--- src/rtl/time_display_scan_if.sv ---
`default_nettype none
//==============================================================================
// Module      : time_display_scan_if
// Description : Time-field inputs and multiplexed 7-segment display outputs
//               of time_display_scan, bundled as one interface.
// Revision    : 1.0 - initial release
//==============================================================================
interface time_display_scan_if;
   logic [7:0]  Hours_i;
   logic [7:0]  Minutes_i;
   logic [7:0]  Seconds_i;
   logic [11:0] Milli_i;
   logic        blank_i;
   logic [7:0]  an_o;
   logic [6:0]  seg_o;
   logic        dp_o;
   logic        busy_o;

   // Time source / display consumer side
   modport master (
      output Hours_i, Minutes_i, Seconds_i, Milli_i, blank_i,
      input  an_o, seg_o, dp_o, busy_o
   );

   // Display driver side
   modport slave (
      input  Hours_i, Minutes_i, Seconds_i, Milli_i, blank_i,
      output an_o, seg_o, dp_o, busy_o
   );
endinterface
`default_nettype wire

--- src/rtl/time_display_scan.sv ---
`default_nettype none
//==============================================================================
// Module      : time_display_scan
// Description : Samples binary HH/MM/SS/ms fields, converts them to BCD with a
//               sequential shift-add-3 engine, and scans the result onto an
//               8-digit multiplexed 7-segment display as HH.MM.SS.mm.
//               Optional macro LEADING_ZERO_BLANK_EN blanks a zero hours-tens
//               digit.
// Revision    : 1.0 - initial release
//==============================================================================
module time_display_scan #(
   parameter int SCAN_DIV    = 100_000,
   parameter int CONV_PERIOD = 1_000_000
) (
   input  logic               clk,
   input  logic               reset,
   time_display_scan_if.slave bus
);

   localparam int c_SCAN_W   = $clog2(SCAN_DIV);
   localparam int c_SAMPLE_W = $clog2(CONV_PERIOD);
   localparam logic [c_SCAN_W-1:0]   c_SCAN_LAST   = c_SCAN_W'(SCAN_DIV - 1);
   localparam logic [c_SAMPLE_W-1:0] c_SAMPLE_LAST = c_SAMPLE_W'(CONV_PERIOD - 1);
   localparam logic [3:0] c_SHIFT_LAST = 4'd11;
   localparam logic [3:0] c_CODE_DASH  = 4'hA;   // display-register code for '-'
   localparam logic [6:0] c_SEG_BLANK  = 7'h7F;
   localparam logic [6:0] c_SEG_DASH   = 7'b0111111;

   typedef enum logic [1:0] {
      ST_IDLE  = 2'd0,
      ST_LOAD  = 2'd1,
      ST_SHIFT = 2'd2,
      ST_DONE  = 2'd3
   } state_t;

   // Add 3 to every BCD nibble that is 5 or more (the pre-shift correction).
   function automatic logic [15:0] f_add3(input logic [15:0] bcd);
      logic [15:0] w_res;
      for (int i = 0; i < 4; i++) begin
         w_res[i*4 +: 4] = (bcd[i*4 +: 4] >= 4'd5) ? bcd[i*4 +: 4] + 4'd3 : bcd[i*4 +: 4];
      end
      return w_res;
   endfunction

   logic [c_SAMPLE_W-1:0] r_sample_cnt;
   logic                  w_sample_tick;
   state_t                r_state;
   state_t                w_state_next;
   logic                  w_busy;
   logic                  w_capture;
   logic                  w_load;
   logic                  w_shift;
   logic                  w_commit;
   logic [3:0]            r_shift_cnt;
   // Field order in the engine: 0 = hours, 1 = minutes, 2 = seconds, 3 = ms
   logic [3:0][11:0]      r_bin;
   logic [3:0][15:0]      r_bcd;
   logic [3:0]            r_oor;
   logic [3:0][11:0]      w_bin_in;
   logic [3:0]            w_oor_in;
   logic [3:0][11:0]      w_bin_step;
   logic [3:0][15:0]      w_bcd_step;
   logic [7:0][3:0]       r_disp;
   logic [7:0][3:0]       w_disp_new;
   logic [c_SCAN_W-1:0]   r_scan_cnt;
   logic                  w_scan_tick;
   logic [2:0]            r_digit_idx;
   logic [3:0]            w_digit;
   logic [6:0]            w_seg_code;
   logic                  w_dp_code;
   logic [7:0]            r_an;
   logic [6:0]            r_seg;
   logic                  r_dp;

   assign w_sample_tick = (r_sample_cnt == c_SAMPLE_LAST);
   assign w_scan_tick   = (r_scan_cnt == c_SCAN_LAST);

   // Free-running sample period counter; terminal count is the sample tick.
   always_ff @(posedge clk) begin
      if (reset)              r_sample_cnt <= '0;
      else if (w_sample_tick) r_sample_cnt <= '0;
      else                    r_sample_cnt <= r_sample_cnt + 1'b1;
   end

   // Conversion FSM state register.
   always_ff @(posedge clk) begin
      if (reset) r_state <= ST_IDLE;
      else       r_state <= w_state_next;
   end

   // Conversion FSM next state and control strobes; busy covers LOAD..DONE.
   always_comb begin
      w_state_next = r_state;
      w_busy       = 1'b1;
      w_capture    = 1'b0;
      w_load       = 1'b0;
      w_shift      = 1'b0;
      w_commit     = 1'b0;
      case (r_state)
         ST_IDLE: begin
            w_busy = 1'b0;
            if (w_sample_tick) begin
               w_capture    = 1'b1;
               w_state_next = ST_LOAD;
            end
         end
         ST_LOAD: begin
            w_load       = 1'b1;
            w_state_next = ST_SHIFT;
         end
         ST_SHIFT: begin
            w_shift = 1'b1;
            if (r_shift_cnt == c_SHIFT_LAST) w_state_next = ST_DONE;
         end
         ST_DONE: begin
            w_commit     = 1'b1;
            w_state_next = ST_IDLE;
         end
         default: begin
            w_busy       = 1'b0;
            w_state_next = ST_IDLE;
         end
      endcase
   end

   // 8-bit fields are zero-extended so all four share one 12-bit engine shape.
   assign w_bin_in[0] = {4'd0, bus.Hours_i};
   assign w_bin_in[1] = {4'd0, bus.Minutes_i};
   assign w_bin_in[2] = {4'd0, bus.Seconds_i};
   assign w_bin_in[3] = bus.Milli_i;
   assign w_oor_in[0] = (bus.Hours_i   > 8'd99);
   assign w_oor_in[1] = (bus.Minutes_i > 8'd99);
   assign w_oor_in[2] = (bus.Seconds_i > 8'd99);
   assign w_oor_in[3] = (bus.Milli_i   > 12'd999);

   // One shift-add-3 step per field: correct nibbles, then shift {bcd,bin} left.
   for (genvar g = 0; g < 4; g++) begin : g_field
      logic [15:0] w_add;
      logic        w_unused_msb;
      assign w_add         = f_add3(r_bcd[g]);
      assign w_bcd_step[g] = {w_add[14:0], r_bin[g][11]};
      assign w_bin_step[g] = {r_bin[g][10:0], 1'b0};
      assign w_unused_msb  = w_add[15];
   end

   // Conversion datapath: capture on the tick, clear BCD in LOAD, shift in SHIFT.
   always_ff @(posedge clk) begin
      if (reset) begin
         r_bin       <= '0;
         r_bcd       <= '0;
         r_oor       <= '0;
         r_shift_cnt <= '0;
      end else begin
         if (w_capture) begin
            r_bin <= w_bin_in;
            r_oor <= w_oor_in;
         end
         if (w_load) begin
            r_bcd       <= '0;
            r_shift_cnt <= '0;
         end
         if (w_shift) begin
            r_bin       <= w_bin_step;
            r_bcd       <= w_bcd_step;
            r_shift_cnt <= r_shift_cnt + 4'd1;
         end
      end
   end

   // Map converted fields onto the eight digit slots, dashing out-of-range fields.
   always_comb begin
      w_disp_new    = '0;
      w_disp_new[7] = r_oor[0] ? c_CODE_DASH : r_bcd[0][7:4];
      w_disp_new[6] = r_oor[0] ? c_CODE_DASH : r_bcd[0][3:0];
      w_disp_new[5] = r_oor[1] ? c_CODE_DASH : r_bcd[1][7:4];
      w_disp_new[4] = r_oor[1] ? c_CODE_DASH : r_bcd[1][3:0];
      w_disp_new[3] = r_oor[2] ? c_CODE_DASH : r_bcd[2][7:4];
      w_disp_new[2] = r_oor[2] ? c_CODE_DASH : r_bcd[2][3:0];
      w_disp_new[1] = r_oor[3] ? c_CODE_DASH : r_bcd[3][11:8];
      w_disp_new[0] = r_oor[3] ? c_CODE_DASH : r_bcd[3][7:4];
   end

   // Hundreds of H/M/S and the ms thousands/ones digits are never displayed.
   logic w_unused_bcd;
   assign w_unused_bcd = ^{r_bcd[0][15:8], r_bcd[1][15:8], r_bcd[2][15:8],
                           r_bcd[3][15:12], r_bcd[3][3:0]};

   // Display register: only a completed conversion is ever written.
   always_ff @(posedge clk) begin
      if (reset)         r_disp <= '0;
      else if (w_commit) r_disp <= w_disp_new;
   end

   // Scan divider and digit index; the index shown at a tick then advances.
   always_ff @(posedge clk) begin
      if (reset) begin
         r_scan_cnt  <= '0;
         r_digit_idx <= 3'd0;
      end else if (w_scan_tick) begin
         r_scan_cnt  <= '0;
         r_digit_idx <= r_digit_idx + 3'd1;
      end else begin
         r_scan_cnt  <= r_scan_cnt + 1'b1;
      end
   end

   // Segment and decimal-point decode for the currently indexed digit.
   always_comb begin
      w_digit = r_disp[r_digit_idx];
      case (w_digit)
         4'd0:        w_seg_code = 7'b1000000;
         4'd1:        w_seg_code = 7'b1111001;
         4'd2:        w_seg_code = 7'b0100100;
         4'd3:        w_seg_code = 7'b0110000;
         4'd4:        w_seg_code = 7'b0011001;
         4'd5:        w_seg_code = 7'b0010010;
         4'd6:        w_seg_code = 7'b0000010;
         4'd7:        w_seg_code = 7'b1111000;
         4'd8:        w_seg_code = 7'b0000000;
         4'd9:        w_seg_code = 7'b0010000;
         c_CODE_DASH: w_seg_code = c_SEG_DASH;
         default:     w_seg_code = c_SEG_BLANK;
      endcase
`ifdef LEADING_ZERO_BLANK_EN
      if ((r_digit_idx == 3'd7) && (w_digit == 4'd0)) w_seg_code = c_SEG_BLANK;
`endif
      w_dp_code = ~((r_digit_idx == 3'd6) || (r_digit_idx == 3'd4) || (r_digit_idx == 3'd2));
   end

   // Registered display drive: blanking wins immediately, otherwise update on a tick.
   always_ff @(posedge clk) begin
      if (reset || bus.blank_i) begin
         r_an  <= 8'hFF;
         r_seg <= c_SEG_BLANK;
         r_dp  <= 1'b1;
      end else if (w_scan_tick) begin
         r_an  <= ~(8'd1 << r_digit_idx);
         r_seg <= w_seg_code;
         r_dp  <= w_dp_code;
      end
   end

   assign bus.an_o   = r_an;
   assign bus.seg_o  = r_seg;
   assign bus.dp_o   = r_dp;
   assign bus.busy_o = w_busy;

endmodule
`default_nettype wire

--- src/flat_wrapper.sv ---
// flat-port wrapper written by rule: the top's interface ports become plain ports
module time_display_scan_flat 
#(
   parameter int SCAN_DIV    = 100_000,
   parameter int CONV_PERIOD = 1_000_000
)
  (clk, reset, bus_Hours_i, bus_Minutes_i, bus_Seconds_i, bus_Milli_i, bus_blank_i, bus_an_o, bus_seg_o, bus_dp_o, bus_busy_o);
  time_display_scan_if bus_i ();
  input  logic clk;
  input  logic reset;
  input wire logic [$bits(bus_i.Hours_i)-1:0] bus_Hours_i;
  input wire logic [$bits(bus_i.Minutes_i)-1:0] bus_Minutes_i;
  input wire logic [$bits(bus_i.Seconds_i)-1:0] bus_Seconds_i;
  input wire logic [$bits(bus_i.Milli_i)-1:0] bus_Milli_i;
  input wire logic [$bits(bus_i.blank_i)-1:0] bus_blank_i;
  output wire logic [$bits(bus_i.an_o)-1:0] bus_an_o;
  output wire logic [$bits(bus_i.seg_o)-1:0] bus_seg_o;
  output wire logic [$bits(bus_i.dp_o)-1:0] bus_dp_o;
  output wire logic [$bits(bus_i.busy_o)-1:0] bus_busy_o;
  assign bus_i.Hours_i = bus_Hours_i;
  assign bus_i.Minutes_i = bus_Minutes_i;
  assign bus_i.Seconds_i = bus_Seconds_i;
  assign bus_i.Milli_i = bus_Milli_i;
  assign bus_i.blank_i = bus_blank_i;
  assign bus_an_o = bus_i.an_o;
  assign bus_seg_o = bus_i.seg_o;
  assign bus_dp_o = bus_i.dp_o;
  assign bus_busy_o = bus_i.busy_o;
  time_display_scan #(.SCAN_DIV(SCAN_DIV), .CONV_PERIOD(CONV_PERIOD)) u_core (.clk(clk), .reset(reset), .bus(bus_i));
endmodule
--- config.mk ---
export PLATFORM = sky130hd
export DESIGN_NAME = time_display_scan_flat
export DESIGN_NICKNAME = d
export VERILOG_FILES = /design/src/rtl/time_display_scan_if.sv /design/src/rtl/time_display_scan.sv /design/src/flat_wrapper.sv
export SDC_FILE = /design/constraint.sdc
export NUM_CORES = 1
export LEC_CHECK = 0
export CELL_PAD_IN_SITES_DETAIL_PLACEMENT = 1
export CELL_PAD_IN_SITES_GLOBAL_PLACEMENT = 1
export CORE_UTILIZATION = 45
export DETAILED_ROUTE_END_ITERATION = 6
export GPL_ROUTABILITY_DRIVEN = 1
export HOLD_SLACK_MARGIN = 0.1
export PLACE_DENSITY = 0.84
export SLEW_MARGIN = 15
export SYNTH_ARGS = -nofsm -noshare
export SYNTH_HDL_FRONTEND = slang
export SYNTH_SLANG_ARGS = --single-unit
--- constraint.sdc ---
create_clock -name clk -period 3.2 [get_ports clk]
set_input_delay 0.64 -clock clk [delete_from_list [all_inputs] [get_ports clk]]
set_output_delay 0.64 -clock clk [all_outputs]
set_load 0.02 [all_outputs]
==> metrics.csv, run 1 <==
stage,metric,value,unit
setup_path,cp_data_required_time,3.51,ns
global_route,grt_pass1_vias,7147,
setup_path,r2r_end,u_core.bus.seg_o[5],
logic_synthesis,ys_seq_area_share,43.60,%
hold_path,holdCritStartpoint,u_core.r_bin[34],
floorplan,dieArea,0.01912,mm^2
setup_path,critical_path_class,flop to flop,
global_route,grt_usage,21.71,%
logic_synthesis,synthArstFlopShare,0,%
clock_network,cts_tree,yes,
detailed_routing,viasPerCell,5.594,
detailed_routing,drc,4,
hold_path,hold_class,flop to flop,
setup_path,reg2reg_slack,0.59,ns
logic_synthesis,ys_types,51,
clock_network,h-tree-depth,4,
clock_network,cts_buffers,17,
sta,period_needed,2.609,ns
run_status,outcome,"complete, but fails checks",
sta,fin_setup_tns,0,ns
sta,clock_skew,0.006367,ns
logic_synthesis,netlist_area,0.008357,mm^2
clock_network,ctsHoldBuffers,0,
floorplan,boundaryPins,56,
sta,maxSlewViolCount,0,
finish,final_cell_mix,"dfxtp_1, nor2_1, nand2_1, a21oi_1, clkdlybuf4s50_1",
setup_path,start_kind,flop,
detailed_routing,ant_nets,0,
logic_synthesis,postSynthCellCount,964,
place,gp_congestion,0.8181,
hold_path,min_to,u_core.r_bin[35],
global_route,grt_max_degree,59,
clock_network,clockRootBuffer,clkbuf_16,
sta,rsz0062_at_grt,no,
detailed_routing,vias,6914,
power,ir_worst_vdd,0.4039,mV
logic_synthesis,yosysTopAreaCell,dfxtp_1,
logic_synthesis,yosys.area.top_type_share,43.60,%
setup_path,cp_max_fo,7,
place,placed_cells,1204,
clock_network,clockBufferDepth,2,
finish,final_core_util,53.40,%
clock_network,post-cts-setup-buffers,0,
floorplan,coreArea,0.01809,mm^2
setup_path,arrival,2.92,ns
global_route,grt_pass1_wl,34.45,mm
finish,areaGrowthSynthToFinish,15.57,%
sta,setup_viol,0,
floorplan,die_width,138.3,um
finish,nets,1069,
logic_synthesis,synth_enable_flop_cells,0,
detailed_routing,drtIter0Drc,292,
setup_path,worstRegToRegCells,7,
logic_synthesis,synth-seq-cells,182,
floorplan,start_util,46.21,%
power,power_density,511.2,mW/mm^2
logic_synthesis,avgSynthCellArea,8.669,um^2
power,leakagePower,3.510,nW
global_route,overflow,0,
clock_network,path_clk_slew,0.07,ns
sta,max_slew_margin,50.70,%
logic_synthesis,yosys_warnings,0,
finish,layout_commonest_cell,dfxtp_1,
place,io_buffers,55,
setup_path,r2r-start,u_core.r_digit_idx[0],
clock_network,clock_latency,0.43,ns
detailed_routing,drt-pass1-iter-count,6,
sta,hold_violations,0,
sta,worstMarginPinSlew,0.7394,ns
run,drv_cap,0,
global_route,grt_antenna_before_repair,0,
logic_synthesis,synthFlopType,dfxtp_1,
place,dp_hpwl,13.23,mm
run_status,violations,design-rule violations,
detailed_routing,wirelength,19.88,mm
hold_path,worst_hold_path.num_cells,2,
finish,layout-drive-gt1-share,6.554,%
clock_network,cts_resized,0,
detailed_routing,post_drt_wl_per_cell,16.09,um
logic_synthesis,yosys-top-cells-area,"dfxtp_1, nor2_1, nand2_1, ha_1, a21oi_1",
sta,max_freq,383.3,MHz
setup_path,endpoint_kind,flop,
sta,finalCritPeriodShare,81.54,%
logic_synthesis,syn-num-nets,1039,
finish,fin_cells,1236,
floorplan,die_h,138.3,um
clock_network,cts_sinks,182,
floorplan,num_rows,49,
finish,antenna_cells,0,
[worst max-delay path by stage]
stage / from / endpoint / cells past startpoint
after floorplan: u_core.r_digit_idx[0] / u_core.bus.seg_o[5] / 8
after global placement: u_core.r_digit_idx[0] / u_core.bus.seg_o[5] / 7
after detailed placement: u_core.r_digit_idx[0] / u_core.bus.seg_o[5] / 7
after CTS: u_core.r_digit_idx[0] / u_core.bus.seg_o[5] / 7
after global routing: u_core.r_digit_idx[0] / u_core.bus.seg_o[5] / 7
final: u_core.r_digit_idx[0] / u_core.bus.seg_o[5] / 7
[worst max-delay path: stages (launching register included)]
cell	delay, ns
dfxtp_1	0.57
mux4_2	0.56
mux2i_1	0.53
inv_1	0.17
ha_1	0.25
inv_1	0.06
a221oi_1	0.07
a211o_1	0.28
[layer usage]
layer	vias to the layer above	share of wire [%]	track usage, %
met5	-	0	0
met4	0	1.1	5.795
met3	17	2.6	4.053
met2	87	50	37.94
met1	3399	47	27.46
li1	3411	-	-
[report_power, final]
group          switching [mW]  leakage [nW]  internal (mW)  total, mW
Combinational           0.294          1.74          0.155      0.449
Sequential             0.0250          1.47           2.30       2.33
Clock                   0.892         0.299           1.27       2.16
[final cells by class]
class                   instances  area [um^2]
clock inverters                13        152.6
well taps                     229        286.5
clock buffers                  19        452.9
fillers                      2099         8428
inverters                      34        127.6
flip-flops and latches        182         3643
repair buffers                 69        665.6
multi-input cells             690         4329
[cell families (layout without fill, tap and decap cells)]
group | count (synthesis) | after routing | share of synthesized area, %
AND/OR/NAND/NOR | 395 | 395 | 21.49
AO/OA/AOI/OAI | 184 | 184 | 15.17
flip-flops | 182 | 182 | 43.60
buffers and inverters | 92 | 135 | 4.686
XOR/XNOR | 49 | 49 | 5.136
adder cells (fa/ha/maj) | 36 | 36 | 5.390
multiplexers | 26 | 26 | 4.536
[stage by stage]
step                      hold slack, ns  total power, mW  worst slack, ns  instance area (um^2)
after floorplan                   0.4297            2.642           0.8815                  8357
after global placement            0.4387            2.810           0.7791                  9052
after detailed placement          0.4480            2.825           0.6217                  9052
after CTS                         0.4577            4.987           0.5919                  9658
after global routing              0.4761            5.125           0.3676                  9658
final                             0.4573            4.937           0.5908                  9658
[flip-flops by register name (all words and copies together) (netlist names), 2 cells and up]
signal	count
u_core.bus.an_o	8
u_core.bus.seg_o	7
u_core.r_bcd	36
u_core.r_bin	48
u_core.r_digit_idx	3
u_core.r_disp	32
u_core.r_oor	4
u_core.r_sample_cnt	20
u_core.r_scan_cnt	17
u_core.r_shift_cnt	4
u_core.r_state	2
[synth_stat cells (13+ instances only)]
| library cell | count |
|---|---|
| mux2i_1 | 14 |
| xor2_1 | 21 |
| nand2_1 | 128 |
| inv_1 | 32 |
| a21oi_1 | 60 |
| dfxtp_1 | 182 |
| ha_1 | 36 |
| nor2_1 | 149 |
| xnor2_1 | 28 |
| clkbuf_1 | 39 |
| a22oi_1 | 15 |
| a211oi_1 | 13 |
| a311oi_1 | 32 |
| nand2b_1 | 22 |
| nand3b_1 | 14 |
| a32oi_1 | 14 |
| nand3_1 | 29 |
Note: power is estimated with default switching activity, not from simulation.
==> run 2, diff against run 1 <==
--- a/config.mk
+++ b/config.mk
@@ -7,11 +7,11 @@
 export LEC_CHECK = 0
 export CELL_PAD_IN_SITES_DETAIL_PLACEMENT = 1
 export CELL_PAD_IN_SITES_GLOBAL_PLACEMENT = 1
-export CORE_UTILIZATION = 45
+export CORE_UTILIZATION = 41
 export DETAILED_ROUTE_END_ITERATION = 6
 export GPL_ROUTABILITY_DRIVEN = 1
 export HOLD_SLACK_MARGIN = 0.1
-export PLACE_DENSITY = 0.84
+export PLACE_DENSITY = 0.81
 export SLEW_MARGIN = 15
 export SYNTH_ARGS = -nofsm -noshare
 export SYNTH_HDL_FRONTEND = slang
==> constraint.sdc (replaced) <==
create_clock -name clk -period 2.4 [get_ports clk]
set_input_delay 0.48 -clock clk [delete_from_list [all_inputs] [get_ports clk]]
set_output_delay 0.48 -clock clk [all_outputs]
set_load 0.02 [all_outputs]
==> metrics.csv, run 2 (synthesis results as in run 1) <==
stage,metric,value,unit
run_status,outcome,finished clean,
setup_path,r2r-start,u_core.r_digit_idx[0],
setup_path,cp_data_required_time,2.78,ns
finish,layout-drive-gt1-share,7.291,%
power,power_density,651.9,mW/mm^2
sta,setup_viol,0,
sta,maxSlewViolCount,0,
setup_path,critical_path_class,flop to flop,
clock_network,clock_latency,0.44,ns
setup_path,cp_max_fo,8,
global_route,grt_pass1_vias,6898,
setup_path,reg2reg_slack,0.12,ns
sta,max_freq,438.0,MHz
sta,rsz0062_at_grt,no,
finish,multi_input_comb_area,0.004329,mm^2
power,combPwrFrac,9.5,%
finish,areaGrowthSynthToFinish,17.01,%
setup_path,cp-startpoint,u_core.r_digit_idx[0],
power,seq_power_share,48.7,%
setup_path,r2r_end,u_core.bus.seg_o[5],
sta,period_needed,2.283,ns
sta,clock_skew,0.01149,ns
global_route,grt_pass1_wl,33.29,mm
place,dp_hpwl,12.99,mm
finish,largest_reg_flops,48,
power,swShare,26.86,%
global_route,grt_usage,20.00,%
clock_network,cts_buffers,17,
run,drv_cap,0,
global_route,overflow,0,
power,p_switching,1.712,mW
detailed_routing,vias,6877,
floorplan,dieArea,0.02096,mm^2
place,placed_cells,1246,
sta,fin_ws,0.1168,ns
hold_path,hold_class,primary input to flop,
detailed_routing,post_drt_wl_per_cell,15.43,um
floorplan,die_width,144.8,um
floorplan,start_util,42.38,%
setup_path,worstRegToRegCells,6,
floorplan,die_h,144.8,um
power,internal-power,4.663,mW
clock_network,path_clk_slew,0.07,ns
place,io_buffers,55,
floorplan,coreArea,0.01972,mm^2
setup_path,critPathCapture,u_core.bus.seg_o[5],
finish,nets,1077,
clock_network,cts_tree,yes,
sta,worstMarginPinSlew,0.6371,ns
finish,fin_cells,1280,
finish,regMostFlops,u_core.r_bin,
finish,largestRegisters,"u_core.r_bin x48, u_core.r_bcd x36, u_core.r_disp x32",
setup_path,start_kind,flop,
finish,ff_latch_area,0.003643,mm^2
finish,final_cell_mix,"dfxtp_1, nor2_1, nand2_1, a21oi_1, clkdlybuf4s50_1",
clock_network,cts_sinks,182,
sta,hold_violations,0,
sta,max_slew_margin,57.14,%
power,totalPowerFinal,6.375,mW
global_route,grt_antenna_before_repair,0,
detailed_routing,drc,0,
sta,finalCritPeriodShare,95.13,%
power,ir_worst_vdd,0.4378,mV
setup_path,arrival,2.67,ns
detailed_routing,viasPerCell,5.373,
detailed_routing,wirelength,19.75,mm
setup_path,endpoint_kind,flop,
power,leakagePower,3.557,nW
clock_network,clockRootBuffer,clkbuf_16,
global_route,grt_max_degree,91,
sta,fin_setup_tns,0,ns
finish,final_core_util,49.59,%
clock_network,h-tree-depth,4,
detailed_routing,drtIter0Drc,323,
finish,fillers,2286,
power,power.share.clock,41.8,%
place,preCtsSetupSlack,0.1622,ns
floorplan,num_rows,51,
finish,antenna_cells,0,
floorplan,boundaryPins,56,
detailed_routing,ant_nets,0,
clock_network,clockBufferDepth,2,
finish,layout_commonest_cell,dfxtp_1,
place,gp_congestion,0.7503,
detailed_routing,drt-pass1-iter-count,4,
## run 2: cell count changes in the layout (fill, tap and decap cells not counted), moves of 3 or more
cell / delta
clkinv_2: -5
buf_12: +5
clkinv_4: +4
buf_4: +3
inv_6: +5
bufinv_16: -3
## run 2: critical path: stages (launching register included)
cell	delay (ns)
dfxtp_1	0.34
buf_4	0.19
mux4_2	0.55
mux2i_4	0.30
mux2_2	0.39
a221oi_1	0.32
a211o_1	0.15
## run 2: repair_timing
item | CTS | global route
hold buffers | 0 | 0
setup endpoints to repair | 0 | 2
buffers inserted | 0 | 2
resized for setup | 0 | 1
## run 2: worst min path at each step
stage | end | start | slack (ns) | cells after the start
after floorplan | u_core.r_scan_cnt[0] | u_core.r_scan_cnt[0] | 0.43 | 1
after global placement | u_core.r_bin[36] | u_core.r_bin[36] | 0.44 | 2
after detailed placement | u_core.r_bin[36] | u_core.r_bin[36] | 0.45 | 2
after CTS | u_core.r_bcd[20] | reset | 0.38 | 2
after global routing | u_core.r_bcd[49] | reset | 0.39 | 2
final | u_core.r_bcd[51] | reset | 0.39 | 2
## run 2: power groups by stage
stage               registers (mW)  logic [mW]  clock network [mW]
floorplan                     3.16       0.358                   0
global placement              3.17       0.590                   0
detailed placement            3.17       0.602                   0
CTS                           3.10       0.611                2.72
global route                  3.11       0.666                2.83
finish                        3.10       0.606                2.67
## run 2: through the flow
stage | hold slack (ns) | instance area, um^2
floorplan | 0.4297 | 8357
global placement | 0.4403 | 9205
detailed placement | 0.4492 | 9205
CTS | 0.3786 | 9761
global route | 0.3873 | 9778
finish | 0.3878 | 9778
## run 2: final cells by class
class / instances / share of cell area (%)
multi-input combinational: 690 / 44.27
tap: 265 / 3.391
clock buffer: 18 / 4.491
timing repair buffer: 77 / 8.087
inverter: 34 / 1.305
sequential: 182 / 37.26
clock inverter: 14 / 1.190
## run 2: layer usage
metal / vias to the layer above / wire [um] / GRT usage [%]
met3: 18 / 398 / 3.685
met5: - / 0 / 0
met1: 3363 / 9181 / 24.72
met2: 70 / 9936 / 35.15
met4: 0 / 233 / 6.039
li1: 3426 / - / -
